[src/rtl/ysyx_23060096_wbu.sv]
// Memory-access / writeback stage: one instruction in flight, single-beat loads/stores, rf write + commit.
// Optional YSYX_23060096_WBU_MISALIGN_TRAP_EN: misaligned loads/stores skip memory and retire with misalign=1.
module ysyx_23060096_wbu #(
    parameter int XLEN   = 32,
    parameter int REG_AW = 5
) (
    input  logic              clk,
    input  logic              rstn,
`ifdef YSYX_23060096_WBU_MISALIGN_TRAP_EN
    output logic              misalign,
`endif
    input  logic              in_valid,
    output logic              in_ready,
    input  logic [REG_AW-1:0] in_rd,
    input  logic              in_wen,
    input  logic              in_is_load,
    input  logic              in_is_store,
    input  logic [2:0]        in_funct3,
    input  logic [XLEN-1:0]   in_result,
    input  logic [XLEN-1:0]   in_sdata,
    output logic              mem_req,
    output logic              mem_we,
    output logic [XLEN-1:0]   mem_addr,
    output logic [XLEN-1:0]   mem_wdata,
    output logic [3:0]        mem_wmask,
    input  logic              mem_gnt,
    input  logic              mem_rvalid,
    input  logic [XLEN-1:0]   mem_rdata,
    output logic              rf_wen,
    output logic [REG_AW-1:0] rf_waddr,
    output logic [XLEN-1:0]   rf_wdata,
    output logic              commit
);

    typedef enum logic [1:0] {IDLE, REQ, WAIT, WB} state_e;

    state_e            state_q, state_d;
    logic [REG_AW-1:0] rd_q;
    logic              wen_q, ld_q, st_q, mis_q, mis_d;
    logic [2:0]        f3_q;
    logic [XLEN-1:0]   res_q, sdata_q;
    logic [REG_AW-1:0] rf_waddr_q, rf_waddr_d;
    logic [XLEN-1:0]   rf_wdata_q, rf_wdata_d;
    logic              in_mis, wb_write;
    logic [4:0]        lane_sh;
    logic [XLEN-1:0]   ld_shift, ld_data;
    logic [3:0]        st_mask;

`ifdef YSYX_23060096_WBU_MISALIGN_TRAP_EN
    assign in_mis   = (in_is_load || in_is_store) &&
                      ((in_funct3[1:0] == 2'b01 && in_result[0]) ||
                       (in_funct3[1:0] == 2'b10 && in_result[1:0] != 2'b00));
    assign misalign = (state_q == WB) && mis_q;
`else
    assign in_mis   = 1'b0;
`endif

    assign lane_sh  = {res_q[1:0], 3'b000};
    assign ld_shift = mem_rdata >> lane_sh;

    always_comb begin
        case (f3_q)
            3'b000:  ld_data = {{(XLEN-8){ld_shift[7]}}, ld_shift[7:0]};
            3'b001:  ld_data = {{(XLEN-16){ld_shift[15]}}, ld_shift[15:0]};
            3'b100:  ld_data = {{(XLEN-8){1'b0}}, ld_shift[7:0]};
            3'b101:  ld_data = {{(XLEN-16){1'b0}}, ld_shift[15:0]};
            default: ld_data = ld_shift;
        endcase
    end

    // Masks shifted past lane 3 fall off the 4-bit vector (misaligned truncation).
    always_comb begin
        case (f3_q[1:0])
            2'b00:   st_mask = 4'b0001 << res_q[1:0];
            2'b01:   st_mask = 4'b0011 << res_q[1:0];
            default: st_mask = 4'b1111;
        endcase
    end

    assign wb_write  = wen_q && !st_q && (rd_q != '0) && !mis_q;

    assign in_ready  = (state_q == IDLE);
    assign mem_req   = (state_q == REQ);
    assign mem_we    = mem_req && st_q;
    assign mem_addr  = mem_req ? {res_q[XLEN-1:2], 2'b00} : '0;
    assign mem_wdata = mem_req ? (sdata_q << lane_sh) : '0;
    assign mem_wmask = mem_req ? st_mask : '0;
    assign commit    = (state_q == WB);
    assign rf_wen    = commit && wb_write;
    assign rf_waddr  = rf_waddr_q;
    assign rf_wdata  = rf_wdata_q;

    always_comb begin
        state_d    = state_q;
        mis_d      = mis_q;
        rf_waddr_d = rf_waddr_q;
        rf_wdata_d = rf_wdata_q;
        case (state_q)
            IDLE: begin
                mis_d = 1'b0;
                if (in_valid) begin
                    if (in_is_load || in_is_store) begin
                        if (in_mis) begin
                            state_d = WB;
                            mis_d   = 1'b1;
                        end else begin
                            state_d = REQ;
                        end
                    end else begin
                        state_d = WB;
                        if (in_wen && in_rd != '0) begin
                            rf_waddr_d = in_rd;
                            rf_wdata_d = in_result;
                        end
                    end
                end
            end
            REQ, WAIT: begin
                // gnt+rvalid together in REQ retires straight away.
                if ((state_q == WAIT || mem_gnt) && mem_rvalid) begin
                    state_d = WB;
                    if (wb_write) begin
                        rf_waddr_d = rd_q;
                        rf_wdata_d = ld_q ? ld_data : res_q;
                    end
                end else if (state_q == REQ && mem_gnt) begin
                    state_d = WAIT;
                end
            end
            WB: begin
                state_d = IDLE;
                mis_d   = 1'b0;
            end
            default: state_d = IDLE;
        endcase
    end

    always_ff @(posedge clk) begin
        if (!rstn) begin
            state_q    <= IDLE;
            mis_q      <= 1'b0;
            rd_q       <= '0;
            wen_q      <= 1'b0;
            ld_q       <= 1'b0;
            st_q       <= 1'b0;
            f3_q       <= '0;
            res_q      <= '0;
            sdata_q    <= '0;
            rf_waddr_q <= '0;
            rf_wdata_q <= '0;
        end else begin
            state_q    <= state_d;
            mis_q      <= mis_d;
            rf_waddr_q <= rf_waddr_d;
            rf_wdata_q <= rf_wdata_d;
            if (state_q == IDLE && in_valid) begin
                rd_q    <= in_rd;
                wen_q   <= in_wen;
                ld_q    <= in_is_load;
                st_q    <= in_is_store;
                f3_q    <= in_funct3;
                res_q   <= in_result;
                sdata_q <= in_sdata;
            end
        end
    end

endmodule

[config.mk]
export PLATFORM = sky130hd
export DESIGN_NAME = ysyx_23060096_wbu
export DESIGN_NICKNAME = d
export VERILOG_FILES = /design/src/rtl/ysyx_23060096_wbu.sv
export SDC_FILE = /design/constraint.sdc
export NUM_CORES = 1
export LEC_CHECK = 0
export ABC_AREA = 1
export BUFFER_PORTS_ARGS = -buffer_cell sky130_fd_sc_hd__clkbuf_2
export CAP_MARGIN = 15
export CORE_MARGIN = 2
export CORE_UTILIZATION = 47
export CTS_CLUSTER_SIZE = 40
export DETAILED_ROUTE_END_ITERATION = 10
export GPL_ROUTABILITY_DRIVEN = 0
export GPL_TIMING_DRIVEN = 0
export PLACE_DENSITY_LB_ADDON = 0.3
export SETUP_SLACK_MARGIN = 0.02
export SLEW_MARGIN = 15
export SYNTH_ARGS = -nofsm -noshare
export SYNTH_HDL_FRONTEND = slang
export SYNTH_SLANG_ARGS = --single-unit
export TNS_END_PERCENT = 30
[constraint.sdc]
create_clock -name clk -period 1.7 [get_ports clk]
set_input_delay 0.085 -clock clk [delete_from_list [all_inputs] [get_ports clk]]
set_output_delay 0.085 -clock clk [all_outputs]
set_load 0.01 [all_outputs]
==> out/results.txt, run 1 <==
Combinational share of power = 0.601
FMAX = 525.8 MHz
H-tree depth = 4
Net Switching = 9.373 mW
Flop pwr share = 0.209
Number of DRC markers in iteration 0 = 1,182
Violated checks = negative setup slack
Vias = 9,062
Slew headroom = 0.6104
Area contributors post-synth = dfxtp_1, nor2_1, nand2_1
R2r setup slk = -120 ps
Smallest hold slack = 42.15 ps
Prevailing post-synth register cell = dfxtp_1
Gate Count Post-Synth = 1,083
Die height = 124.6 um
I/O Pins = 222
Nets@finish = 1,541
Most crowded layer after global routing = met2
Clock Latency Late Sink = 430 ps
Flip-flop and latch area = 0.002291 mm^2
Synth Register Bits = 114
GR Util met2 = 0.5403
Post-synth top cells = nor2_1, nand2_1, dfxtp_1
Final Cycle Share = 1.119
Total power = 20.36 mW
CP endpoint kind = output pin
Avg WL per Cell = 17.76 um
Root Buffer = clkbuf_16
Slew Viols, Final = 0
DR DRC count = 0
CTS max path bufs = 2
Final ANT Viol Nets = 0
Crit path DAT = 1820 ps
Leak pwr = 5.249 nW
Area of the core = 0.01437 mm^2
Share of the synthesized area in the top cell type = 0.3341
Min Tclk post-route = 1902 ps
Gr usage total = 0.3417
DP Wirelength = 18,060 um
Worst Setup Path Type = reg -> out
Fraction of registers with async set/reset = 0
Yosys warns = 0
Initial Util = 0.4754
First-pass detailed-route iteration total = 6
Mapped Avg Cell Area = 6.308 um^2
Hold Violations, Final = 0
Setup TNS = -8339 ps
Max VDD drop = 1.310 mV
Total of fill cells in the finished design = 1,089
Share of cells above drive strength 1 = 0.3264
Power share of the clock group = 0.190
Clock-pin slew on the worst setup and hold paths = 50 ps
TritonCTS Buffers = 17
Final setup fails = 105
Layout Utilization = 0.7377
EDFF count, synth = 0
Die area = 0.01552 mm^2
Final worst slack = -202.0 ps
Pin count of the biggest net entering global routing = 21
Cell Pwr Density = 1921 mW/mm^2
CTS sink cnt = 114
CP Launch Type = flip-flop
RSZ-0062 raised after global routing = yes
Post-Route WL = 28,780 um
WP buf/inv = 4
Multi-input logic area = 0.004220 mm^2
Class of the worst hold path = in -> reg
CP top delay family = buffers and inverters
First-pass GRT wire length = 42,280 um
Status = complete, but fails checks
Crit path cell chain = inv_4, ha_4, buf_8, buf_4, nand3_4, nor2_1, clkbuf_2
Initial antenna violation count = 0
Max Fanout on Critical Path = 9
Vias in the first global route = 8,334
Layout area overhead = 55.17%
Yosys top cell by area = dfxtp_1
Post-Syn Area = 0.006832 mm^2
Antenna Cells = 0
WP data required = 1620 ps
I/O Buffers = 218
Synth cell types = 32
Met1 usage = 0.4424
Max Cap Violations = 0
Core Rows = 44
CP max stage cell = dfxtp_2
Vias per inst = 5.590
Most common cell in the synthesized netlist = nor2_1
Die X = 124.6 um
Clk_skew = 9.301 ps
Int Power = 10.99 mW
Gr ovfl total = 0
Sw Share = 0.4603
CTS tree = yes
Met3 Track Usage GR = 0.07131
CP peak stage delay = 330 ps
Post-synthesis sequential area ratio = 0.3341
Worst Tran Pin Value = 584.4 ps
through the flow:
stage / area (um^2) / instances / setup slack [ps]
6_report: 10600 / 1621 / -202.0
2_1_floorplan: 6835 / 1084 / 90.53
3_3_place_gp: 8157 / 1486 / -316.6
4_1_cts: 10440 / 1618 / -180.2
5_1_grt: 10600 / 1621 / -264.4
3_5_place_dp: 8157 / 1486 / -367.0
sequential cells by signal (all words and copies together) (netlist names):
register / flops
f3_q: 3
rd_q: 5
rf_waddr: 5
rf_wdata: 32
res_q: 32
ld_q: 1
state_q: 2
wen_q: 1
sdata_q: 32
st_q: 1
power groups by stage:
stage	logic [mW]	clock network, mW	registers (mW)
floorplan	6.06	0	4.27
global placement	8.81	0	4.16
detailed placement	8.93	0	4.19
CTS	11.3	3.86	4.21
global route	13.1	3.97	4.35
finish	12.2	3.87	4.26
placed cells by master (no fill, tap or decap), types with 6 or more instances in the layout:
| master | instances |
|---|---|
| nand2_4 | 14 |
| o21ai_0 | 81 |
| dlygate4sd3_1 | 74 |
| buf_6 | 22 |
| nand2_2 | 21 |
| o21ai_2 | 9 |
| dfxtp_1 | 111 |
| clkbuf_1 | 21 |
| nand3_1 | 68 |
| o21ai_1 | 12 |
| nand2_1 | 204 |
| o32ai_4 | 8 |
| buf_2 | 27 |
| inv_1 | 73 |
| nor2_1 | 258 |
| clkbuf_16 | 21 |
| inv_2 | 17 |
| a21oi_2 | 15 |
| o32ai_2 | 6 |
| nand3_2 | 13 |
| buf_4 | 27 |
| a21oi_1 | 57 |
| buf_8 | 11 |
| clkbuf_2 | 199 |
tightest hold or removal path, cell delays in order:
cell and delay [ps]:
clkbuf_2 90, o21ai_0 120, a21oi_1 130
cell type report:
| class | instances | area share |
|---|---|---|
| Buffer | 74 | 0.06185 |
| Clock buffer | 22 | 0.04474 |
| Clock inverter | 10 | 0.01464 |
| Inverter | 94 | 0.03470 |
| Multi-Input combinational cell | 803 | 0.3981 |
| Sequential cell | 114 | 0.2161 |
| Tap cell | 184 | 0.02172 |
| Timing Repair Buffer | 320 | 0.2081 |
logic make-up after synthesis:
logic type	after synthesis	share of synthesized area
flops	114	0.3341
buf+inv	169	0.1220
fa+ha+maj	5	0.009158
simple gates	599	0.3700
compound gates	195	0.1643
other cells	1	0.0005489
routing by layer:
metal  vias up  wire (um)
met5         -          0
met4         0       1574
met3       159       3250
met2       693      12830
met1      4088      11130
li1       4122          -
timing repair:
item	4_1_cts	5_1_grt
pin swaps	28	18
hold endpoints to repair	73	0
cloned	8	1
hold buffers	74	0
setup buffers	19	3
setup endpoints to repair	178	162
gates resized for setup	175	57
final timing paths:
path | from | end | depth (start not counted)
worst max-delay path | state_q[1] | mem_wdata[1] | 7
worst min-delay path | in_is_load | ld_q | 3
worst max register to register | state_q[0] | rf_waddr[4] | 10
worst min register to register | wen_q | wen_q | 2
Note: power is estimated with default switching activity, not from simulation.
==> run 2, diff against run 1 <==
Settings changed: CORE_MARGIN 2 to not set.
==> out/results.txt, run 2 (synthesis gave the netlist of run 1 again) <==
Clock-pin slew on the worst setup and hold paths = 60 ps (was 50 ps)
Share of cells above drive strength 1 = 0.3198 (was 0.3264)
WP data required = 1620 ps (about the same)
Max Cap Violations = 0 (unchanged)
Final setup fails = 104 (was 105)
Max VDD drop = 1.389 mV (was 1.310 mV)
Most crowded layer after global routing = met2 (unchanged)
Slew Viols, Final = 0 (unchanged)
I/O Buffers = 218 (unchanged)
Layout area overhead = 52.44% (was 55.17%)
Initial antenna violation count = 1 (was 0)
R2r setup slk = -180 ps (was -120 ps)
Pin count of the biggest net entering global routing = 21 (unchanged)
GR Util met2 = 0.5607 (was 0.5403)
Die height = 122.6 um (was 124.6 um)
Met3 Track Usage GR = 0.07249 (was 0.07131)
Status = complete, but fails checks (unchanged)
DR DRC count = 0 (unchanged)
First-pass detailed-route iteration total = 5 (was 6)
FMAX = 528.9 MHz (was 525.8 MHz)
Crit path cell chain = inv_4, ha_4, buf_8, nand2_8, buf_8, o32ai_4, clkbuf_2 (was inv_4, ha_4, buf_8, buf_4, nand3_4, nor2_1, clkbuf_2)
Met1 usage = 0.4548 (was 0.4424)
Max Fanout on Critical Path = 6 (was 9)
Number of DRC markers in iteration 0 = 1,085 (was 1,182)
Nets@finish = 1,533 (was 1,541)
Power share of the clock group = 0.184 (was 0.190)
Vias in the first global route = 7,887 (was 8,334)
Hold Violations, Final = 0 (unchanged)
Worst Setup Path Type = reg -> out (unchanged)
Leak pwr = 5.127 nW (was 5.249 nW)
Vias = 8,766 (was 9,062)
Setup TNS = -8245 ps (was -8339 ps)
CP max stage cell = dfxtp_2 (unchanged)
Int Power = 10.72 mW (was 10.99 mW)
TritonCTS Buffers = 17 (unchanged)
Crit path DAT = 1810 ps (was 1820 ps)
Root Buffer = clkbuf_16 (unchanged)
Most common cell after layout, fill and taps aside = nor2_1 (unchanged)
Gr ovfl total = 0 (unchanged)
Final ANT Viol Nets = 0 (unchanged)
CP endpoint kind = output pin (unchanged)
CTS tree = yes (unchanged)
Min Tclk post-route = 1891 ps (was 1902 ps)
Flop pwr share = 0.215 (was 0.209)
Commonest non-fill, non-tap cells in the layout = nor2_1, clkbuf_2, nand2_1, dfxtp_1, inv_1 (was nor2_1, nand2_1, clkbuf_2, dfxtp_1, o21ai_0)
Design area = 0.01041 mm^2 (was 0.01060 mm^2)
CP peak stage delay = 340 ps (was 330 ps)
Die area = 0.01502 mm^2 (was 0.01552 mm^2)
CP Launch Type = flip-flop (unchanged)
Worst Tran Pin Value = 651.7 ps (was 584.4 ps)
Final worst slack = -190.9 ps (was -202.0 ps)
Sw Share = 0.4572 (was 0.4603)
Die X = 122.6 um (was 124.6 um)
Core Rows = 43 (was 44)
Clock Latency Late Sink = 420 ps (was 430 ps)
Gr usage total = 0.3524 (was 0.3417)
RSZ-0062 raised after global routing = yes (unchanged)
Slew headroom = 0.5655 (was 0.6104)
Cell with the most instances on the worst path = buf_8
DP Wirelength = 17,820 um (was 18,060 um)
CTS sink cnt = 114 (unchanged)
I/O Pins = 222 (unchanged)
Cell Pwr Density = 1896 mW/mm^2 (was 1921 mW/mm^2)
Smallest hold slack = 21.14 ps (was 42.15 ps)
Clk_skew = 10.45 ps (was 9.301 ps)
CTS max path bufs = 2 (unchanged)
First-pass GRT wire length = 40,120 um (was 42,280 um)
Area of the core = 0.01404 mm^2 (was 0.01437 mm^2)
Class of the worst hold path = in -> reg (unchanged)
Dpl cell area = 0.008152 mm^2 (was 0.008157 mm^2)
Violated checks = negative setup slack (unchanged)
Avg WL per Cell = 16.68 um (was 17.76 um)
Combinational share of power = 0.601 (about the same)
Post-Route WL = 26,860 um (was 28,780 um)
Initial Util = 0.4865 (was 0.4754)
Total power = 19.74 mW (was 20.36 mW)
Net Switching = 9.026 mW (was 9.373 mW)
Vias per inst = 5.445 (was 5.590)
H-tree depth = 4 (unchanged)
Final Cycle Share = 1.112 (was 1.119)
-- run 2: changes by cell type in the layout (fill, tap and decap cells not counted), moves of 3 or more --
cell	previous run	this run
clkbuf_1	21	17
o21ai_1	12	15
a21oi_1	57	54
clkbuf_8	5	2
inv_1	73	83
nand2_4	14	4
nand2_1	204	211
o21ai_0	81	77
a21oi_2	15	18
nor2_2	5	9
clkbuf_2	199	213
buf_2	27	18
nor2_4	5	1
inv_2	17	6
-- run 2: path summary, 6_finish.rpt --
kind | from | end | depth (start not counted)
hold / removal | rstn | sdata_q[28] | 3
setup / recovery | state_q[1] | mem_wdata[25] | 7
setup reg to reg | state_q[1] | state_q[1] | 9
hold reg to reg | wen_q | wen_q | 2
-- run 2: layer usage --
metal,wire (um),vias to the layer above
met5,0,-
met4,1046,0
met3,2549,99
met2,12370,590
met1,10890,3960
li1,-,4117
-- run 2: critical path, delay by kind of cell (launching register included) --
family          cells  cell delay [ps]
fa+ha+maj           1              150
simple gates        1               90
flops               1              340
compound gates      1              240
buf+inv             4              550
-- run 2: metrics by stage --
step	utilization	setup slack, ps	instances
2_1_floorplan	-	90.53	1084
5_1_grt	0.7416	-210.5	1610
4_1_cts	0.7265	-105.4	1605
3_5_place_dp	0.5805	-320.2	1482
6_report	0.7416	-190.9	1610
3_3_place_gp	0.5805	-283.9	1482
-- run 2: layout make-up --
class / instances / area, um^2
repair buffers: 314 / 2077
flip-flops and latches: 114 / 2291
plain buffers: 73 / 670.6
inverters: 94 / 377.9
fillers: 1089 / 3628
diodes: 1 / 2.502
multi-input cells: 802 / 4174
clock buffers: 21 / 460.4
clock inverters: 11 / 135.1
well taps: 180 / 225.2
-- run 2: what timing repair did --
action	in CTS	in global routing
hold endpoints to repair	73	0
hold buffers	73	0
gates cloned	3	1
setup endpoints to repair	178	180
pin swaps	27	10
resized for setup	151	60
buffers inserted	17	3
-- run 2: power by group through the flow --
stage | logic (mW) | registers (mW) | clock network (mW)
6_report | 11.9 | 4.24 | 3.63
5_1_grt | 12.8 | 4.32 | 3.78
2_1_floorplan | 6.06 | 4.27 | 0
4_1_cts | 10.8 | 4.18 | 3.65
3_3_place_gp | 8.76 | 4.17 | 0
3_5_place_dp | 8.89 | 4.19 | 0
